[config.mk]
export PLATFORM = sky130hd
export DESIGN_NAME = seq_divider_8by4
export DESIGN_NICKNAME = d
export VERILOG_FILES = /design/src/rtl/div_pkg.sv /design/src/rtl/div_step.sv /design/src/rtl/seq_divider_8by4.sv
export SDC_FILE = /design/constraint.sdc
export NUM_CORES = 1
export LEC_CHECK = 0
export ABC_AREA = 1
export CORE_MARGIN = 2
export CORE_UTILIZATION = 52
export DETAILED_ROUTE_END_ITERATION = 8
export PLACE_DENSITY = 0.83
export SLEW_MARGIN = 40
export SYNTH_ARGS = -nofsm -noshare
export SYNTH_HDL_FRONTEND = slang
export SYNTH_HIERARCHICAL = 1
export SYNTH_SLANG_ARGS = --single-unit
[constraint.sdc]
create_clock -name clk -period 2.8 [get_ports clk]
set_input_delay 0.56 -clock clk [delete_from_list [all_inputs] [get_ports clk]]
set_output_delay 0.56 -clock clk [all_outputs]
set_load 0.02 [all_outputs]
[src/rtl/div_pkg.sv]
// Shared types and default widths for the sequential restoring divider.
package div_pkg;

  localparam int DW_DEF = 8;
  localparam int VW_DEF = 4;
  localparam int CNT_W  = $clog2(DW_DEF);

  typedef enum logic [1:0] {
    IDLE = 2'd0,
    RUN  = 2'd1,
    DONE = 2'd2
  } state_t;

endpackage

[src/rtl/div_step.sv]
// One combinational restoring-division iteration: shift in a dividend bit, try to subtract the divisor.
module div_step #(
  parameter int VW = 4
) (
  input  logic [VW-1:0] partial_rem,
  input  logic          dbit,
  input  logic [VW-1:0] divisor,
  output logic [VW-1:0] next_rem,
  output logic          q_bit
);

  logic [VW:0]   shifted;
  logic [VW-1:0] diff;

  assign shifted = {partial_rem, dbit};
  assign q_bit   = (shifted >= {1'b0, divisor});
  // When the subtraction succeeds the result is below the divisor, so the low VW bits are exact.
  assign diff     = shifted[VW-1:0] - divisor;
  assign next_rem = q_bit ? diff : shifted[VW-1:0];

endmodule

[src/rtl/seq_divider_8by4.sv]
// Iterative unsigned restoring divider, one quotient bit per clock, MSB first.
// Optional macro DIV_SELFCHECK_EN adds the chk_err output that cross-checks each result.
module seq_divider_8by4
  import div_pkg::*;
#(
  parameter int DW = DW_DEF,
  parameter int VW = VW_DEF
) (
  input  logic          clk,
  input  logic          rst,
  input  logic          in_valid,
  output logic          in_ready,
  input  logic [DW-1:0] dividend,
  input  logic [VW-1:0] divisor,
  output logic          out_valid,
  input  logic          out_ready,
  output logic [DW-1:0] quotient,
  output logic [VW-1:0] remainder,
  output logic          div_by_zero,
`ifdef DIV_SELFCHECK_EN
  output logic          chk_err,
`endif
  output logic [1:0]    fsm_state
);

  localparam int CW = $clog2(DW);

  // Handshakes: a transfer happens on a rising edge where valid and ready are both high;
  // valid never depends on ready, and out_valid with its data holds until accepted.

  state_t        state, state_next;
  logic [DW-1:0] dvd_q;
  logic [VW-1:0] dvs_q;
  logic [CW-1:0] cnt;
  logic [VW-1:0] rem_q;
  logic [DW-1:0] quo_q;
  logic          dbz_q;
  logic [VW-1:0] step_rem;
  logic          step_q;

  div_step #(.VW(VW)) u_step (
    .partial_rem (rem_q),
    .dbit        (dvd_q[cnt]),
    .divisor     (dvs_q),
    .next_rem    (step_rem),
    .q_bit       (step_q)
  );

  always_ff @(posedge clk or posedge rst) begin
    if (rst) state <= IDLE;
    else     state <= state_next;
  end

  always_comb begin
    state_next = state;
    case (state)
      IDLE: if (in_valid) state_next = (divisor == '0) ? DONE : RUN;
      RUN:  if (cnt == '0) state_next = DONE;
      DONE: if (out_ready) state_next = IDLE;
      default: state_next = IDLE;
    endcase
  end

  always_ff @(posedge clk or posedge rst) begin
    if (rst) begin
      dvd_q <= '0;
      dvs_q <= '0;
      cnt   <= '0;
      rem_q <= '0;
      quo_q <= '0;
      dbz_q <= 1'b0;
    end else begin
      case (state)
        IDLE: begin
          if (in_valid) begin
            dvd_q <= dividend;
            dvs_q <= divisor;
            cnt   <= CW'(DW - 1);
            rem_q <= '0;
            // A zero divisor short-circuits straight to the saturated result.
            quo_q <= (divisor == '0) ? '1 : '0;
            dbz_q <= (divisor == '0);
          end
        end
        RUN: begin
          rem_q      <= step_rem;
          quo_q[cnt] <= step_q;
          if (cnt != '0) cnt <= cnt - 1'b1;
        end
        default: ;
      endcase
    end
  end

  assign in_ready    = (state == IDLE);
  assign out_valid   = (state == DONE);
  assign quotient    = quo_q;
  assign remainder   = rem_q;
  assign div_by_zero = dbz_q;
  assign fsm_state   = state;

`ifdef DIV_SELFCHECK_EN
  logic [DW+VW-1:0] prod;
  logic [DW+VW-1:0] recon;

  always_comb begin
    prod = '0;
    for (int i = 0; i < VW; i++) begin
      if (dvs_q[i]) prod = prod + ({{VW{1'b0}}, quo_q} << i);
    end
    recon   = prod + {{DW{1'b0}}, rem_q};
    chk_err = (state == DONE) && !dbz_q && (recon != {{VW{1'b0}}, dvd_q});
  end

  always @(posedge clk) begin
    if (!rst) assert (!chk_err);
  end
`endif

endmodule

==> flow_summary.yaml, run 1 <==
status:
  status: "completed"
clocking:
  htreeDepth: 2
  clock_latency_ns: 0.33
  cts_tree: "yes"
  cts_hold_buffers: 0
  cts_made_buffers: 5
  cts_buffer_depth: 2
  clk_pin_slew_ns: 0.10
  cts.sinks: 30
  clockRootBuffer: "clkbuf_4"
  cts_setup_buffers: 0
  cts_resized: 0
timing:
  finalCriticalPeriod_ns: 2.45
  grt_setup_unrepaired: "no"
  hold_viol: 0
  tns_ns: 0
  max_freq_mhz: 408
  finalCritPeriodShare_pct: 87.5
  worst_slew_pin_slew_ns: 0.386
  finClkSkew_ns: 0.0111
  maxSlewHeadroom_pct: 74.2
  drv_slew: 0
  setup_viol_count_final: 0
critical_path:
  criticalPathCategory: "register to register"
  cp-end-kind: "register"
  start_kind: "register"
  worstPathArrival_ns: 2.69
  worst_ep_required_time_ns: 3.04
  crit_start: "cnt[0]$_DFFE_PP0P_"
  path_max_fanout: 12
  r2r-start: "cnt[0]$_DFFE_PP0P_"
drt:
  drc_errors: 0
  vias: 1653
  ant_nets: 0
  via_per_inst: 4.86
  wl_per_cell_um: 11.0
  first_iter_violations: 101
  dr.pass1.iters: 4
  routed_wirelength_um: 3740
yosys:
  synth_mux_area_share_pct: 0
  synth-seq-cells: 30
  yosys.area.top_type: "dfrtp_1"
  synth_top_family_by_area: "simple AND/OR/NAND/NOR gates"
  syn_nets: 282
  seq_area_frac_synth_pct: 41.5
  synth_top_area_share_pct: 41.5
  ys_warn_count: 6
  synthXorXnorAreaFrac_pct: 0.484
  synthTopCellsByArea: "dfrtp_1, nand2_1, nand3_1"
  synth-simple-area-share_pct: 44.9
  synth.distinct_cells: 25
  synth-adder-area-share_pct: 5.26
  syn_area_per_cell_um2: 6.98
  syn_inst: 259
  synth-compound-area-share_pct: 1.73
  synth_area_um2: 1810
min_path:
  hp-start: "dvd_q[5]$_DFFE_PP0P_"
  hp-class: "register to register"
power_and_ir_drop:
  vdd_drop_max_v: 0.000521
  p_sw_share_pct: 48.8
  p_clk_share_pct: 10.1
  p_switching_uw: 1310
  total_power_uw: 2680
  seq_power_share_pct: 29.7
  p_leak_uw: 0.00124
  combinationalPowerShare_pct: 60.2
  powerDensity_nw_per_um2: 1210
  intPower_uw: 1370
grt:
  first_global_vias: 1505
  grt_overflow: 0
  grt_max_degree: 31
  grt_first_pass_wirelength_um: 6600
  groute.usage.overall_pct: 21.2
  antenna_found_initial: 0
placed_design:
  gp_congestion: 0.866
  placed_cell_area_um2: 2160
  numPortBuffers: 32
  hpwl_um: 2760
  placedCellCount: 332
final_layout:
  drive_gt1_share_pct: 8.84
  antenna_cells: 0
  nets: 316
  final_cells: 340
  utilization_pct: 66.6
  design_area_um2: 2220
  area_growth_pct: 22.9
floorplan:
  rows: 21
  die_area_um2: 3960
  initial_core_util_pct: 54.2
  fp.dieW_um: 63.0
  core_area_um2: 3340
  die-height_um: 63.0
  design.portCount: 33
job:
  maxCapViolCount: 0
==> worst max-delay path, stage by stage, from the launching register on <==
cell and delay (ns):
dfrtp_1 0.51, inv_1 0.32, nand2_1 0.10, nand2_1 0.07, nand2_1 0.04, nand2_1 0.06, nand2_1 0.04, nand2_1 0.09
inv_1 0.05, ha_1 0.28, nand2_1 0.11, nor2_4 0.05, nor2_4 0.17, nand2_4 0.08, inv_1 0.09, nor2_4 0.07
nand2_1 0.07, nand2_1 0.05, nand2_1 0.06, nand2_1 0.04
==> power by group through the flow <==
stage                     clock network (µW)  registers [µW]  logic [µW]
after floorplan                            0             848        1140
final                                    271             795        1610
after detailed placement                   0             804        1610
after CTS                                280             797        1620
after global placement                     0             795        1570
after global routing                     302             825        1820
==> logic make-up after synthesis <==
kind of cell             Yosys count
adder cells (fa/ha/maj)            7
AND/OR/NAND/NOR                  190
buffers and inverters             26
XOR/XNOR                           1
flip-flops                        30
AO/OA/AOI/OAI                      5
==> final timing paths <==
kind	end	slack, ns	cells past startpoint
max	quotient[0]$_DFFE_PP0P_	0.35	19
min	dvd_q[5]$_DFFE_PP0P_	0.49	2
max reg2reg	quotient[0]$_DFFE_PP0P_	0.35	19
min reg2reg	dvd_q[5]$_DFFE_PP0P_	0.49	2
max in group asynchronous	dvd_q[2]$_DFFE_PP0P_	1.92	3
min in group asynchronous	remainder[1]$_DFFE_PP0P_	0.59	3
==> sequential cells by signal (all words and copies together) (netlist names) <==
signal	flops
remainder	4
div_by_zero	1
quotient	8
fsm_state	2
dvs_q	4
cnt	3
dvd_q	8
==> cell usage in the layout, fill, tap and decap left out, drive strengths merged <==
cell           synthesis  routed
ha                     6       6
or2                    1       1
nor3                   1       1
nand3                 21      21
dfrtp                 30      30
fa                     1       1
nand4                  1       1
nand3b                 1       1
nand2                142     142
a21oi                  2       2
clkdlybuf4s50          0      32
o21ai                  2       2
nor2                  23      23
o21a                   1       1
clkinv                 0       1
inv                   19      19
buf                    6       2
clkbuf                 1       7
xnor2                  1       1
==> through the flow <==
stage          hold slack, ns  setup WS, ns
5_1_grt                 0.518        0.0277
4_1_cts                 0.492         0.352
3_3_place_gp            0.465         0.492
3_5_place_dp            0.468         0.378
6_report                0.494         0.350
2_1_floorplan           0.449         0.753
==> area by class of cell <==
type / count / area [µm²]
Tap cell: 46 / 57.6
Inverter: 19 / 71.3
Sequential cell: 30 / 751
Multi-Input combinational cell: 203 / 947
Fill cell: 314 / 1110
Clock buffer: 7 / 55.1
Clock inverter: 1 / 5.00
Timing Repair Buffer: 34 / 335
==> cell usage after synthesis (all sizes together) <==
cell type  number
nor2           23
ha              6
fa              1
nor3            1
inv            19
nand2         142
a21oi           2
nand3          21
xnor2           1
dfrtp          30
clkbuf          1
o21ai           2
nand3b          1
nand4           1
o21a            1
or2             1
buf             6
==> per-layer routing <==
| metal | track usage (%) | up-vias | wire length (µm) |
|---|---|---|---|
| met5 | 0 | - | 0 |
| met4 | 7.22 | 0 | 24 |
| met3 | 6.13 | 2 | 249 |
| met2 | 33.0 | 54 | 1690 |
| met1 | 28.4 | 738 | 1770 |
| li1 | - | 859 | - |
No activity file was read; power rests on OpenSTA's default activity.
==> run 2, diff against run 1 <==
--- a/config.mk
+++ b/config.mk
@@ -5,9 +5,8 @@
 export SDC_FILE = /design/constraint.sdc
 export NUM_CORES = 1
 export LEC_CHECK = 0
-export ABC_AREA = 1
 export CORE_MARGIN = 2
-export CORE_UTILIZATION = 52
+export CORE_UTILIZATION = 51
 export DETAILED_ROUTE_END_ITERATION = 8
 export PLACE_DENSITY = 0.83
 export SLEW_MARGIN = 40
==> flow_summary.yaml, run 2 <==
timing:
  hold_viol: 0
  final.setup.worst_slack_ns: 0.290
  drv_slew: 0
  maxSlewHeadroom_pct: 64.5
  worst_slew_pin_slew_ns: 0.532
  grt_setup_unrepaired: "no"
  tns_ns: 0
  max_freq_mhz: 398
  finalCritPeriodShare_pct: 89.7
  finClkSkew_ns: 0.0141
  finalCriticalPeriod_ns: 2.51
  setup_viol_count_final: 0
placed_design:
  numPortBuffers: 32
  gp_congestion: 0.834
  hpwl_um: 2500
  pre_cts_ws_ns: 0.312
floorplan:
  design.portCount: 33
  core_area_um2: 3080
  die-height_um: 60.9
  fp.dieW_um: 60.9
  rows: 20
  initial_core_util_pct: 53.7
  die_area_um2: 3710
yosys:
  syn_area_per_cell_um2: 11.6
  async_flop_share_pct: 100
  synth-seq-cells: 30
  ys.flop_type: "dfrtp_1"
  ys_warn_count: 6
  synth_top_area_share_pct: 45.4
  yosys.area.top_type: "dfrtp_1"
  synthTopCellsByArea: "dfrtp_1, mux2_2, a211oi_1"
  synth_edf_count: 0
  syn_nets: 165
  synth.distinct_cells: 39
  seq_area_frac_synth_pct: 45.4
  synth_commonest_cells: "dfrtp_1, a211oi_1, inv_1, mux2_2"
  synth_most_common_cell: "dfrtp_1"
  syn_inst: 142
  synth_area_um2: 1650
critical_path:
  start_kind: "register"
  r2r-end: "remainder[2]$_DFFE_PP0P_"
  reg2regPathDepth: 10
  crit_chain: "mux4_2 > nand2_1 > nand2_1 > inv_1 > ha_1 > nand4_1 > nand2_2 > nor2_4 > mux2_4 > a22o_1"
  crit_slowest_cell: "mux4_2"
  worstPathArrival_ns: 2.73
  r2r-start: "cnt[0]$_DFFE_PP0P_"
  crit_buf_inv: 1
  path_delay_family: "multiplexers"
  path_max_fanout: 9
  max_stage_delay_ns: 0.54
  criticalPathCategory: "register to register"
  worst_ep_required_time_ns: 3.02
  cp-end-kind: "register"
  reg2reg_slack_ns: 0.29
  cpMostUsedCell: "nand2_1"
min_path:
  hold-path-endpoint: "dvd_q[2]$_DFFE_PP0P_"
  hold_depth: 1
  hp-class: "register to register"
  hp-start: "dvd_q[2]$_DFFE_PP0P_"
grt:
  antenna_found_initial: 0
  groute.usage.overall_pct: 20.6
  grt_overflow: 0
  grt_max_degree: 31
  first_global_vias: 1222
  grt_first_pass_wirelength_um: 5540
final_layout:
  final_cell_mix: "clkdlybuf4s50_1, dfrtp_1, a211oi_1"
  area_growth_pct: 23.6
  nets: 199
  antenna_cells: 0
  drive_gt1_share_pct: 19.9
  layout_commonest_cell: "clkdlybuf4s50_1"
drt:
  dr.pass1.iters: 4
  via_per_inst: 5.50
  wl_per_cell_um: 14.8
  drc_errors: 0
  routed_wirelength_um: 3270
  vias: 1211
  ant_nets: 0
  first_iter_violations: 32
power_and_ir_drop:
  vdd_drop_max_v: 0.000551
  total_power_uw: 2660
  p_leak_uw: 0.000880
  powerDensity_nw_per_um2: 1300
clocking:
  cts_hold_buffers: 0
  cts_made_buffers: 5
  cts_buffer_depth: 2
  cts_tree: "yes"
  cts_resized: 0
  clk_pin_slew_ns: 0.10
  cts.sinks: 30
  htreeDepth: 2
  cts_setup_buffers: 0
  clockRootBuffer: "clkbuf_4"
  clock_latency_ns: 0.34
job:
  maxCapViolCount: 0
status:
  status: "completed"
==> run 2: cell count changes in the layout (fill, tap and decap cells not counted), sizes merged, moves of 4 or more <==
cell | before | now
mux2 | 0 | 13
nand3 | 21 | 0
nand2b | 0 | 5
nand2 | 142 | 8
nor2 | 23 | 9
a211oi | 0 | 16
inv | 19 | 12
a22o | 0 | 4
nor2b | 0 | 4
mux2i | 0 | 4
==> run 2: how the worst max path moves through the flow <==
| stage | from | end | slack, ns | cells after the start |
|---|---|---|---|---|
| after CTS | cnt[0]$_DFFE_PP0P_ | remainder[2]$_DFFE_PP0P_ | 0.28 | 10 |
| after detailed placement | cnt[0]$_DFFE_PP0P_ | remainder[2]$_DFFE_PP0P_ | 0.31 | 10 |
| final | cnt[0]$_DFFE_PP0P_ | remainder[2]$_DFFE_PP0P_ | 0.29 | 10 |
| after global routing | cnt[0]$_DFFE_PP0P_ | quotient[4]$_DFFE_PP0P_ | 0.12 | 11 |
| after floorplan | cnt[0]$_DFFE_PP0P_ | remainder[2]$_DFFE_PP0P_ | 0.48 | 11 |
| after global placement | cnt[0]$_DFFE_PP0P_ | remainder[2]$_DFFE_PP0P_ | 0.39 | 10 |
==> run 2: cells by family (layout without fill, tap and decap cells) <==
logic type               Yosys count  in the layout  share of synthesized area, %
flip-flops                        30             30                          45.4
multiplexers                      19             19                          14.2
AO/OA/AOI/OAI                     31             31                          14.8
adder cells (fa/ha/maj)            7              7                          5.75
AND/OR/NAND/NOR                   35             35                          13.7
buffers and inverters             19             53                          5.60
XOR/XNOR                           1              1                         0.530
==> run 2: layer usage <==
metal	up-vias	part of all wire, %	routed length, µm	track usage (%)
met5	-	0	0	0
met4	0	1.3	44	7.45
met3	5	4.8	157	7.25
met2	30	50	1630	34.6
met1	589	44	1430	24.6
li1	587	-	-	-
==> run 2: stage by stage <==
stage               cell area, µm²  instances  utilization [%]  hold WS, ns
CTS                           2040        220             66.4        0.522
finish                        2040        220             66.4        0.516
global placement              2000        213             64.8        0.492
floorplan                     1650        142                -        0.475
global route                  2040        220             66.4        0.541
detailed placement            2000        213             64.8        0.501
==> run 2: report_power, final <==
group          switching, µW  total (µW)  internal (µW)
Combinational            770        1570            800
Clock                    144         234           89.9
Sequential               207         858            651
Total                   1120        2660           1540
==> run 2: area by class of cell <==
type | count | area, µm²
inverters | 12 | 45.0
repair buffers | 34 | 335
well taps | 44 | 55.1
flip-flops and latches | 30 | 751
multi-input cells | 93 | 810
clock inverters | 2 | 10.0
fillers | 266 | 1030
clock buffers | 5 | 37.5
